==> config.mk <==
export PLATFORM = sky130hd
export DESIGN_NAME = pipe_hazard_ctrl_flat
export DESIGN_NICKNAME = d
export VERILOG_FILES = /design/src/rtl/pipe_hazard_ctrl_pkg.sv /design/src/rtl/pipe_hazard_ctrl_if.sv /design/src/rtl/pipe_hazard_ctrl_load_use_detect.sv /design/src/rtl/pipe_hazard_ctrl.sv /design/src/flat_wrapper.sv
export SDC_FILE = /design/constraint.sdc
export NUM_CORES = 1
export LEC_CHECK = 0
export CORE_UTILIZATION = 30
export CTS_BUF_LIST = sky130_fd_sc_hd__clkbuf_8
export CTS_CLUSTER_DIAMETER = 200
export CTS_CLUSTER_SIZE = 20
export DETAILED_ROUTE_END_ITERATION = 12
export HOLD_SLACK_MARGIN = 0.06
export PLACE_DENSITY = 0.68
export SLEW_MARGIN = 20
export SYNTH_ARGS = -nofsm -noshare
export SYNTH_HDL_FRONTEND = slang
export SYNTH_HIERARCHICAL = 1
export SYNTH_SLANG_ARGS = --single-unit
export TNS_END_PERCENT = 100
==> constraint.sdc <==
create_clock -name Clk -period 1.55 [get_ports Clk]
set_input_delay 0.2325 -clock Clk [delete_from_list [all_inputs] [get_ports Clk]]
set_output_delay 0.2325 -clock Clk [all_outputs]
set_load 0.02 [all_outputs]
==> src/rtl/pipe_hazard_ctrl_pkg.sv <==
// pipe_hazard_ctrl_pkg: shared register/data widths and hazard-controller state encodings.
`ifndef PIPE_HAZARD_CTRL_DEFINES
`define PIPE_HAZARD_CTRL_DEFINES
`define RegFileAddr 4:0
`define DataBus 63:0
`define CtrlStateBus 1:0
`define RUN 2'b00
`define MEM_WAIT 2'b01
`define ABORT 2'b10
`endif
package pipe_hazard_ctrl_pkg;
  typedef logic [`RegFileAddr] reg_addr_t;
  typedef logic [`DataBus] data_t;
  typedef logic [`CtrlStateBus] ctrl_state_t;
  localparam logic [1:0] ST_RUN = `RUN;
  localparam logic [1:0] ST_MEM_WAIT = `MEM_WAIT;
  localparam logic [1:0] ST_ABORT = `ABORT;
endpackage

==> src/rtl/pipe_hazard_ctrl_if.sv <==
// pipe_hazard_ctrl_if: pipeline <-> hazard controller signals; STALL_CNT_EN adds the stall counters.
interface pipe_hazard_ctrl_if;
  import pipe_hazard_ctrl_pkg::*;
  reg_addr_t RdAddrExIn;
  logic MemReadExIn;
  reg_addr_t Rs1AddrIdIn;
  reg_addr_t Rs2AddrIdIn;
  logic Rs1ReadEnableIdIn;
  logic Rs2ReadEnableIdIn;
  logic MemReqMemIn;
  logic MemAckMemIn;
  logic BranchTakenExIn;
  logic StallPcOut;
  logic StallIfIdOut;
  logic StallIdExOut;
  logic StallExMemOut;
  logic BubbleIdExOut;
  logic FlushIfIdOut;
  logic FlushIdExOut;
  logic MemTimeoutOut;
  ctrl_state_t CtrlStateOut;
`ifdef STALL_CNT_EN
  data_t LoadUseCntOut;
  data_t MemWaitCntOut;
`endif
  modport master (
    output RdAddrExIn, MemReadExIn, Rs1AddrIdIn, Rs2AddrIdIn, Rs1ReadEnableIdIn, Rs2ReadEnableIdIn,
    output MemReqMemIn, MemAckMemIn, BranchTakenExIn,
    input StallPcOut, StallIfIdOut, StallIdExOut, StallExMemOut, BubbleIdExOut,
    input FlushIfIdOut, FlushIdExOut, MemTimeoutOut, CtrlStateOut
`ifdef STALL_CNT_EN
    , input LoadUseCntOut, MemWaitCntOut
`endif
  );
  modport slave (
    input RdAddrExIn, MemReadExIn, Rs1AddrIdIn, Rs2AddrIdIn, Rs1ReadEnableIdIn, Rs2ReadEnableIdIn,
    input MemReqMemIn, MemAckMemIn, BranchTakenExIn,
    output StallPcOut, StallIfIdOut, StallIdExOut, StallExMemOut, BubbleIdExOut,
    output FlushIfIdOut, FlushIdExOut, MemTimeoutOut, CtrlStateOut
`ifdef STALL_CNT_EN
    , output LoadUseCntOut, MemWaitCntOut
`endif
  );
endinterface

==> src/rtl/pipe_hazard_ctrl_load_use_detect.sv <==
// load_use_detect: flags an ID-stage read of the register an EX-stage load is about to write.
module load_use_detect
  import pipe_hazard_ctrl_pkg::*;
(
  input  reg_addr_t rd_addr,
  input  logic      mem_read,
  input  reg_addr_t rs1_addr,
  input  logic      rs1_en,
  input  reg_addr_t rs2_addr,
  input  logic      rs2_en,
  output logic      hazard
);
  assign hazard = mem_read && (rd_addr != '0) &&
                  ((rs1_en && rs1_addr == rd_addr) || (rs2_en && rs2_addr == rd_addr));
endmodule

==> src/rtl/pipe_hazard_ctrl.sv <==
// pipe_hazard_ctrl: stall/bubble/flush control with data-memory wait FSM and timeout abort.
// STALL_CNT_EN adds free-running load-use and memory-wait stall counters.
module pipe_hazard_ctrl
  import pipe_hazard_ctrl_pkg::*;
#(
  parameter int MEM_TIMEOUT = 255
) (
  input logic Clk,
  input logic Rst,
  pipe_hazard_ctrl_if.slave bus
);
  localparam logic [7:0] WAIT_LAST = 8'(MEM_TIMEOUT - 1);
  logic [1:0] state_q, state_d;
  logic [7:0] wait_cnt_q, wait_cnt_d;
  logic load_use, abort, mem_stall, live, bubble, flush;
  load_use_detect u_load_use_detect (
    .rd_addr  (bus.RdAddrExIn),
    .mem_read (bus.MemReadExIn),
    .rs1_addr (bus.Rs1AddrIdIn),
    .rs1_en   (bus.Rs1ReadEnableIdIn),
    .rs2_addr (bus.Rs2AddrIdIn),
    .rs2_en   (bus.Rs2ReadEnableIdIn),
    .hazard   (load_use)
  );
  // Priority: abort cycle, then memory stall, then redirect, then load-use.
  always_comb begin
    abort = state_q == ST_ABORT;
    mem_stall = bus.MemReqMemIn && !bus.MemAckMemIn && !abort;
    live = !mem_stall && !abort;
    bubble = live && load_use && !bus.BranchTakenExIn;
    flush = abort || (live && bus.BranchTakenExIn);
  end
  assign bus.StallPcOut = mem_stall || bubble;
  assign bus.StallIfIdOut = mem_stall || bubble;
  assign bus.StallIdExOut = mem_stall;
  assign bus.StallExMemOut = mem_stall;
  assign bus.BubbleIdExOut = bubble;
  assign bus.FlushIfIdOut = flush;
  assign bus.FlushIdExOut = flush;
  assign bus.MemTimeoutOut = abort;
  assign bus.CtrlStateOut = state_q;
  always_comb begin
    state_d = state_q;
    wait_cnt_d = wait_cnt_q;
    if (state_q == ST_RUN) begin
      if (mem_stall) begin
        state_d = ST_MEM_WAIT;
        wait_cnt_d = '0;
      end
    end else if (state_q == ST_MEM_WAIT) begin
      if (bus.MemAckMemIn) state_d = ST_RUN;
      else if (wait_cnt_q == WAIT_LAST) state_d = ST_ABORT;
      else wait_cnt_d = wait_cnt_q + 8'd1;
    end else begin
      state_d = ST_RUN;
    end
  end
  always_ff @(posedge Clk or negedge Rst)
    if (!Rst) begin
      state_q <= ST_RUN;
      wait_cnt_q <= '0;
    end else begin
      state_q <= state_d;
      wait_cnt_q <= wait_cnt_d;
    end
`ifdef STALL_CNT_EN
  data_t lu_cnt_q, lu_cnt_d, mw_cnt_q, mw_cnt_d;
  always_comb begin
    lu_cnt_d = lu_cnt_q + data_t'(bubble);
    mw_cnt_d = mw_cnt_q + data_t'(mem_stall);
  end
  always_ff @(posedge Clk or negedge Rst)
    if (!Rst) begin
      lu_cnt_q <= '0;
      mw_cnt_q <= '0;
    end else begin
      lu_cnt_q <= lu_cnt_d;
      mw_cnt_q <= mw_cnt_d;
    end
  assign bus.LoadUseCntOut = lu_cnt_q;
  assign bus.MemWaitCntOut = mw_cnt_q;
`endif
endmodule

==> src/flat_wrapper.sv <==
// flat-port wrapper written by rule: the top's interface ports become plain ports
module pipe_hazard_ctrl_flat import pipe_hazard_ctrl_pkg::*;
#(
  parameter int MEM_TIMEOUT = 255
)
  (Clk, Rst, bus_RdAddrExIn, bus_MemReadExIn, bus_Rs1AddrIdIn, bus_Rs2AddrIdIn, bus_Rs1ReadEnableIdIn, bus_Rs2ReadEnableIdIn, bus_MemReqMemIn, bus_MemAckMemIn, bus_BranchTakenExIn, bus_StallPcOut, bus_StallIfIdOut, bus_StallIdExOut, bus_StallExMemOut, bus_BubbleIdExOut, bus_FlushIfIdOut, bus_FlushIdExOut, bus_MemTimeoutOut, bus_CtrlStateOut);
  pipe_hazard_ctrl_if bus_i ();
  input logic Clk;
  input logic Rst;
  input wire logic [$bits(bus_i.RdAddrExIn)-1:0] bus_RdAddrExIn;
  input wire logic [$bits(bus_i.MemReadExIn)-1:0] bus_MemReadExIn;
  input wire logic [$bits(bus_i.Rs1AddrIdIn)-1:0] bus_Rs1AddrIdIn;
  input wire logic [$bits(bus_i.Rs2AddrIdIn)-1:0] bus_Rs2AddrIdIn;
  input wire logic [$bits(bus_i.Rs1ReadEnableIdIn)-1:0] bus_Rs1ReadEnableIdIn;
  input wire logic [$bits(bus_i.Rs2ReadEnableIdIn)-1:0] bus_Rs2ReadEnableIdIn;
  input wire logic [$bits(bus_i.MemReqMemIn)-1:0] bus_MemReqMemIn;
  input wire logic [$bits(bus_i.MemAckMemIn)-1:0] bus_MemAckMemIn;
  input wire logic [$bits(bus_i.BranchTakenExIn)-1:0] bus_BranchTakenExIn;
  output wire logic [$bits(bus_i.StallPcOut)-1:0] bus_StallPcOut;
  output wire logic [$bits(bus_i.StallIfIdOut)-1:0] bus_StallIfIdOut;
  output wire logic [$bits(bus_i.StallIdExOut)-1:0] bus_StallIdExOut;
  output wire logic [$bits(bus_i.StallExMemOut)-1:0] bus_StallExMemOut;
  output wire logic [$bits(bus_i.BubbleIdExOut)-1:0] bus_BubbleIdExOut;
  output wire logic [$bits(bus_i.FlushIfIdOut)-1:0] bus_FlushIfIdOut;
  output wire logic [$bits(bus_i.FlushIdExOut)-1:0] bus_FlushIdExOut;
  output wire logic [$bits(bus_i.MemTimeoutOut)-1:0] bus_MemTimeoutOut;
  output wire logic [$bits(bus_i.CtrlStateOut)-1:0] bus_CtrlStateOut;
  assign bus_i.RdAddrExIn = bus_RdAddrExIn;
  assign bus_i.MemReadExIn = bus_MemReadExIn;
  assign bus_i.Rs1AddrIdIn = bus_Rs1AddrIdIn;
  assign bus_i.Rs2AddrIdIn = bus_Rs2AddrIdIn;
  assign bus_i.Rs1ReadEnableIdIn = bus_Rs1ReadEnableIdIn;
  assign bus_i.Rs2ReadEnableIdIn = bus_Rs2ReadEnableIdIn;
  assign bus_i.MemReqMemIn = bus_MemReqMemIn;
  assign bus_i.MemAckMemIn = bus_MemAckMemIn;
  assign bus_i.BranchTakenExIn = bus_BranchTakenExIn;
  assign bus_StallPcOut = bus_i.StallPcOut;
  assign bus_StallIfIdOut = bus_i.StallIfIdOut;
  assign bus_StallIdExOut = bus_i.StallIdExOut;
  assign bus_StallExMemOut = bus_i.StallExMemOut;
  assign bus_BubbleIdExOut = bus_i.BubbleIdExOut;
  assign bus_FlushIfIdOut = bus_i.FlushIfIdOut;
  assign bus_FlushIdExOut = bus_i.FlushIdExOut;
  assign bus_MemTimeoutOut = bus_i.MemTimeoutOut;
  assign bus_CtrlStateOut = bus_i.CtrlStateOut;
  pipe_hazard_ctrl #(.MEM_TIMEOUT(MEM_TIMEOUT)) u_core (.Clk(Clk), .Rst(Rst), .bus(bus_i));
endmodule
Word level (Yosys, flattened, before mapping)
Index checks and enable logic that the tools add are counted.

cells by class
  equality and inequality tests = 9
  multiplexer cells = 10
  reduce and logical (&&, ||, !) cells = 22
  add/subtract/negate cells = 1

operators with widths
  operator                                              count
  2-to-1 mux 8 bit                                      5
  equality test 5 bit                                   2
  logical AND 1 bit                                     10
  2-to-1 mux 2 bit                                      5
  adder 8 x 1 -> 8 bit (second input constant)          1
  equality test 8 bit (second input constant)           1
  != test 2 x 1 -> 1 bit (second input constant)        3
  nonzero test 5 bit                                    1
  zero test 1 bit                                       4
  != test 4 x 3 -> 1 bit (second input constant)        1
  AND reduction 4 bit                                   1
  logical OR 1 bit                                      3
  equality test 2 x 1 -> 1 bit (second input constant)  1
  equality test 2 bit (second input constant)           1
  zero test 2 bit                                       1
  AND reduction 2 bit                                   1
  nonzero test 2 bit                                    1

word-level totals
  register bits = 10
  output and inout port bits = 10

Depth between registers and ports, before layout
Gate-level depths: netlist of the first run.

  depth after elaboration = 8
  depth in mapped cells = 7

By module
The synthesis of the first run kept the hierarchy.

by module, submodules not included
  module            cells an instance  sequential area each (um2)  area an instance (um2)  times used
  pipe_hazard_ctrl  67                 250.2                       665.6                   1
  load_use_detect   17                 0.0                         133.9                   1

Worst setup path after synthesis of the first run
OpenSTA, ideal clock, no wires.

  path kind = in2out
  from = in bus_RdAddrExIn[0]
  to = out bus_StallPcOut
  data required time = 1317 ps
  data arrival time = 1575 ps
  stages on the path = 7
  setup slack = -258 ps
  cells stage by stage = xor2_1 nor4_2 nand3_1 a21oi_1 nand2b_1 a21oi_1 buf_4

on the way
  longest elaborated chain between the ends = 7

RTL lines
  item                               RTL line                                source
  from (decl)                        flat_wrapper.sv:10                      input wire logic [$bits(bus_i.RdAddrExIn)-1:0] bus_RdAddrExIn;
  equality test 5 bit                pipe_hazard_ctrl_load_use_detect.sv:14  ((rs1_en && rs1_addr == rd_addr) || (rs2_en && rs2_addr == rd_addr));
  logical AND 1 bit                  pipe_hazard_ctrl_load_use_detect.sv:14
  logical OR 1 bit                   pipe_hazard_ctrl_load_use_detect.sv:14
  logical AND 1 bit *                pipe_hazard_ctrl_load_use_detect.sv:13  assign hazard = mem_read && (rd_addr != '0) &&
  net u_core.load_use                pipe_hazard_ctrl.sv:15                  logic load_use, abort, mem_stall, live, bubble, flush;
  logical AND 1 bit * (2 in series)  pipe_hazard_ctrl.sv:30                  bubble = live && load_use && !bus.BranchTakenExIn;
  logical OR 1 bit *                 -
  to (decl)                          flat_wrapper.sv:19                      output wire logic [$bits(bus_i.StallPcOut)-1:0] bus_StallPcOut;

Mark *: on every way through the listed nets, which the timed path passes. The rest lies on a longest branch.

Final worst setup path of the first run
  from = in bus_RdAddrExIn[0]
  to = out bus_BubbleIdExOut

on the way
  longest elaborated chain between the ends = 6

RTL lines
  item                               RTL line                                source
  equality test 5 bit                pipe_hazard_ctrl_load_use_detect.sv:14
  logical AND 1 bit                  pipe_hazard_ctrl_load_use_detect.sv:14
  logical OR 1 bit                   pipe_hazard_ctrl_load_use_detect.sv:14
  logical AND 1 bit *                pipe_hazard_ctrl_load_use_detect.sv:13
  net u_core.load_use                pipe_hazard_ctrl.sv:15
  logical AND 1 bit * (2 in series)  pipe_hazard_ctrl.sv:30
  to (decl)                          flat_wrapper.sv:23                      output wire logic [$bits(bus_i.BubbleIdExOut)-1:0] bus_BubbleIdExOut;

Marked as above.

==> results.toml, run 1 <==
[yosys]
synth_ff_type = "dfrtp_1"
synth-edff-count = 0
ys.warnings.count = 6
yosysUniqueCellTypes = 35
syn_inst = 84
synth_seq_cells = 10
ys_async_sr_fraction = 1.00
syn_avg_cell_area_sq_um = 9.52
synthesis.area_sq_um = 800
synth_fp_nets = 109
ys_seq_area_frac = 0.313

[die]
die_h_microns = 53.6
die-width_microns = 53.6
pin_count = 33
core_area_sq_um = 2500
num_rows = 18
dieArea_sq_um = 2880
initial_core_util = 0.320

[sta]
setup_ws_ns = -0.187
tightestPinTransition_ns = 0.478
timing_hold_violations_final = 0
fmax_mhz = 576
rsz0062_at_grt = "yes"
setup_viol_count_final = 3
fin_crit_ns = 1.74
min_period_over_period = 1.12
finalClockSkew_ns = 0.00303
slew_viol_final = 0
slew_headroom = 0.680

[routing]
remaining_drc_errors = 0
drt-initial-drc-count = 13
avgRoutedWirePerCell_microns = 13.4
vias = 795
via_per_inst = 4.91
route.antenna.remaining_nets = 0
dr.pass1.iters = 4
wl_mm = 2.17

[job]
maxCapViolations = 0

[placement]
dp_hpwl_mm = 1.68
gp_congestion = 0.816
port_buffers = 32

[power]
p_total_w = 0.000802
powerDensity_nw_per_um2 = 610
leakage_nw = 0.622
ir_worst_vdd_uv = 594

[worst_setup_path]
path_max_fanout = 2
required_ns = 1.32
critPathTopFamily = "simple AND/OR/NAND/NOR gates"
endpoint_kind = "output pin"
crit_buf_inv = 2
cpPeakStageDelay_ns = 0.28
slowest_stage = "nor4_2"
crit_arrival_ns = 1.50
cp_cell_sequence = "buf_8, xor2_2, nor4_2, nand3_1, a21oi_2, nand2b_1, nor3b_2, buf_4"
path_class = "input pin to output pin"
start_kind = "input pin"

[global_route]
grt_usage = 0.161
grt_pass1_vias = 783
grt_pass1_wl_mm = 3.40
gr-total-overflow = 0
antenna_found_initial = 0
grt_max_degree = 11

[clocking]
clockRootBuffer = "clkbuf_8"
cts_tree = "done"
htreeDepth = 1
cts_inserted_buffers = 3
cts_buffer_depth = 2
cts_hold_buf = 0
clk_latency_ns = 0.23
clock-sinks = 10
path_clk_slew_ns = 0.04

[run_status]
violations = "negative setup slack"
status = "finished with violations"

[final_layout]
n_antenna_cell = 0
nFillCells = 232
fin_util = 0.526
layout-drive-gt1-share = 0.462
syn2layout_area_growth_pct = 64.5
final_nets = 159

[worst_hold_path]
hold_path_class = "input pin to asynchronous set/reset pin"
layer usage:
metal,part of all wire,vias up,GRT usage
met1,0.43,383,0.192
met5,0,-,0
li1,-,397,-
met3,0.028,0,0.0339
met2,0.54,15,0.298
met4,0,0,0.0263
synth_stat cells (2+ instances only):
library cell / n / area, sq um
xor2_1: 9 / 78.8
ha_1: 2 / 25.0
a21o_1: 3 / 22.5
xnor2_1: 2 / 17.5
nand3_1: 6 / 30.0
nor2_1: 3 / 11.3
nand2b_1: 3 / 18.8
inv_1: 3 / 11.3
nor4_1: 2 / 12.5
or2_2: 2 / 12.5
nand2_1: 6 / 22.5
a21oi_1: 3 / 15.0
buf_4: 3 / 22.5
nor3_1: 2 / 10.0
nor3b_1: 2 / 15.0
o21ai_0: 4 / 20.0
o211ai_1: 2 / 15.0
dfrtp_1: 10 / 250
worst register-to-register path, delay by kind of cell (launching register included):
| family | cells | cell delay [ns] |
|---|---|---|
| adder cells (fa/ha/maj) | 1 | 0.19 |
| AND/OR/NAND/NOR | 2 | 0.13 |
| buffers and inverters | 2 | 0.20 |
| flip-flops | 1 | 0.37 |
| AO/OA/AOI/OAI | 2 | 0.49 |
path summary, 6_finish.rpt:
path	startpoint	endpoint	slack [ns]	depth (start not counted)
hold reg to reg	u_core/wait_cnt_q[7]	u_core/wait_cnt_q[7]	0.57	1
hold / removal	Rst	u_core/wait_cnt_q[6]	0.33	1
setup / recovery	bus_RdAddrExIn[0]	bus_BubbleIdExOut	-0.19	8
max in group asynchronous	Rst	u_core/wait_cnt_q[0]	0.90	1
min in group Clk	u_core/wait_cnt_q[7]	u_core/wait_cnt_q[7]	0.57	1
setup reg to reg	u_core/wait_cnt_q[0]	u_core/wait_cnt_q[3]	0.05	7
through the flow:
step                      cell area, sq um  setup slack (ns)  instances  hold WS (ns)  TNS [ns]
after floorplan                        816            -0.125         84       -0.0631    -0.125
after global placement                1270            -0.938        157         0.514     -4.67
after detailed placement              1270            -0.994        157         0.520     -5.20
after CTS                             1270            -0.180        160         0.332    -0.538
after global routing                  1320            -0.291        162         0.365    -0.795
final                                 1320            -0.187        162         0.327    -0.526
flip-flops by register name, summed over array words and instances (netlist names):
register / count
u_core/wait_cnt_q: 8
u_core/bus.CtrlStateOut: 2
power by group:
group | total [W] | leakage (nW) | switching [W] | internal [W]
Clock | 0.000261 | 0.0216 | 0.0000919 | 0.000169
Sequential | 0.000288 | 0.136 | 0.0000117 | 0.000277
Combinational | 0.000253 | 0.465 | 0.000119 | 0.000134
Total | 0.000802 | 0.622 | 0.000222 | 0.000580
cells in the final DEF (no fill, tap or decap), types with 2 or more instances in the layout:
cell type	instances
xnor2_1	2
xor2_1	7
dlygate4sd2_1	5
nand2b_1	2
buf_2	8
buf_6	4
nand3_1	6
nor2_1	2
buf_4	17
a21o_1	3
o211ai_1	2
nand2_1	6
nor3_1	2
a21oi_2	2
xor2_2	2
clkbuf_2	4
nor4_1	2
o21ai_0	3
or2_2	2
inv_1	3
clkbuf_8	3
clkdlybuf4s50_1	7
dfrtp_1	10
repair_timing:
item | CTS | global route
pin swaps | 13 | 16
gates resized for setup | 74 | 22
endpoints found under the setup margin | 10 | 10
buffers inserted | 0 | 2
cells by family after synthesis:
logic type / after synthesis / synth area share
fa+ha+maj: 2 / 0.0313
xor+xnor: 11 / 0.121
compound gates: 19 / 0.202
buf+inv: 7 / 0.0469
simple gates: 35 / 0.286
flops: 10 / 0.313
cell type report:
cell class | count | area (sq um) | share of cell area
Sequential cell | 10 | 250 | 0.190
Clock buffer | 3 | 41.3 | 0.0314
Tap cell | 30 | 37.5 | 0.0285
Multi-Input combinational cell | 67 | 579 | 0.441
Timing Repair Buffer | 48 | 392 | 0.298
Inverter | 4 | 15.0 | 0.0114
No activity file was read; power rests on OpenSTA's default activity.
==> inputs of run 2 (changes only) <==
Settings changed: SLEW_MARGIN 20 to 40.
==> results of run 2 <==
Final layout, timing and power as in run 1 (identical DEF).
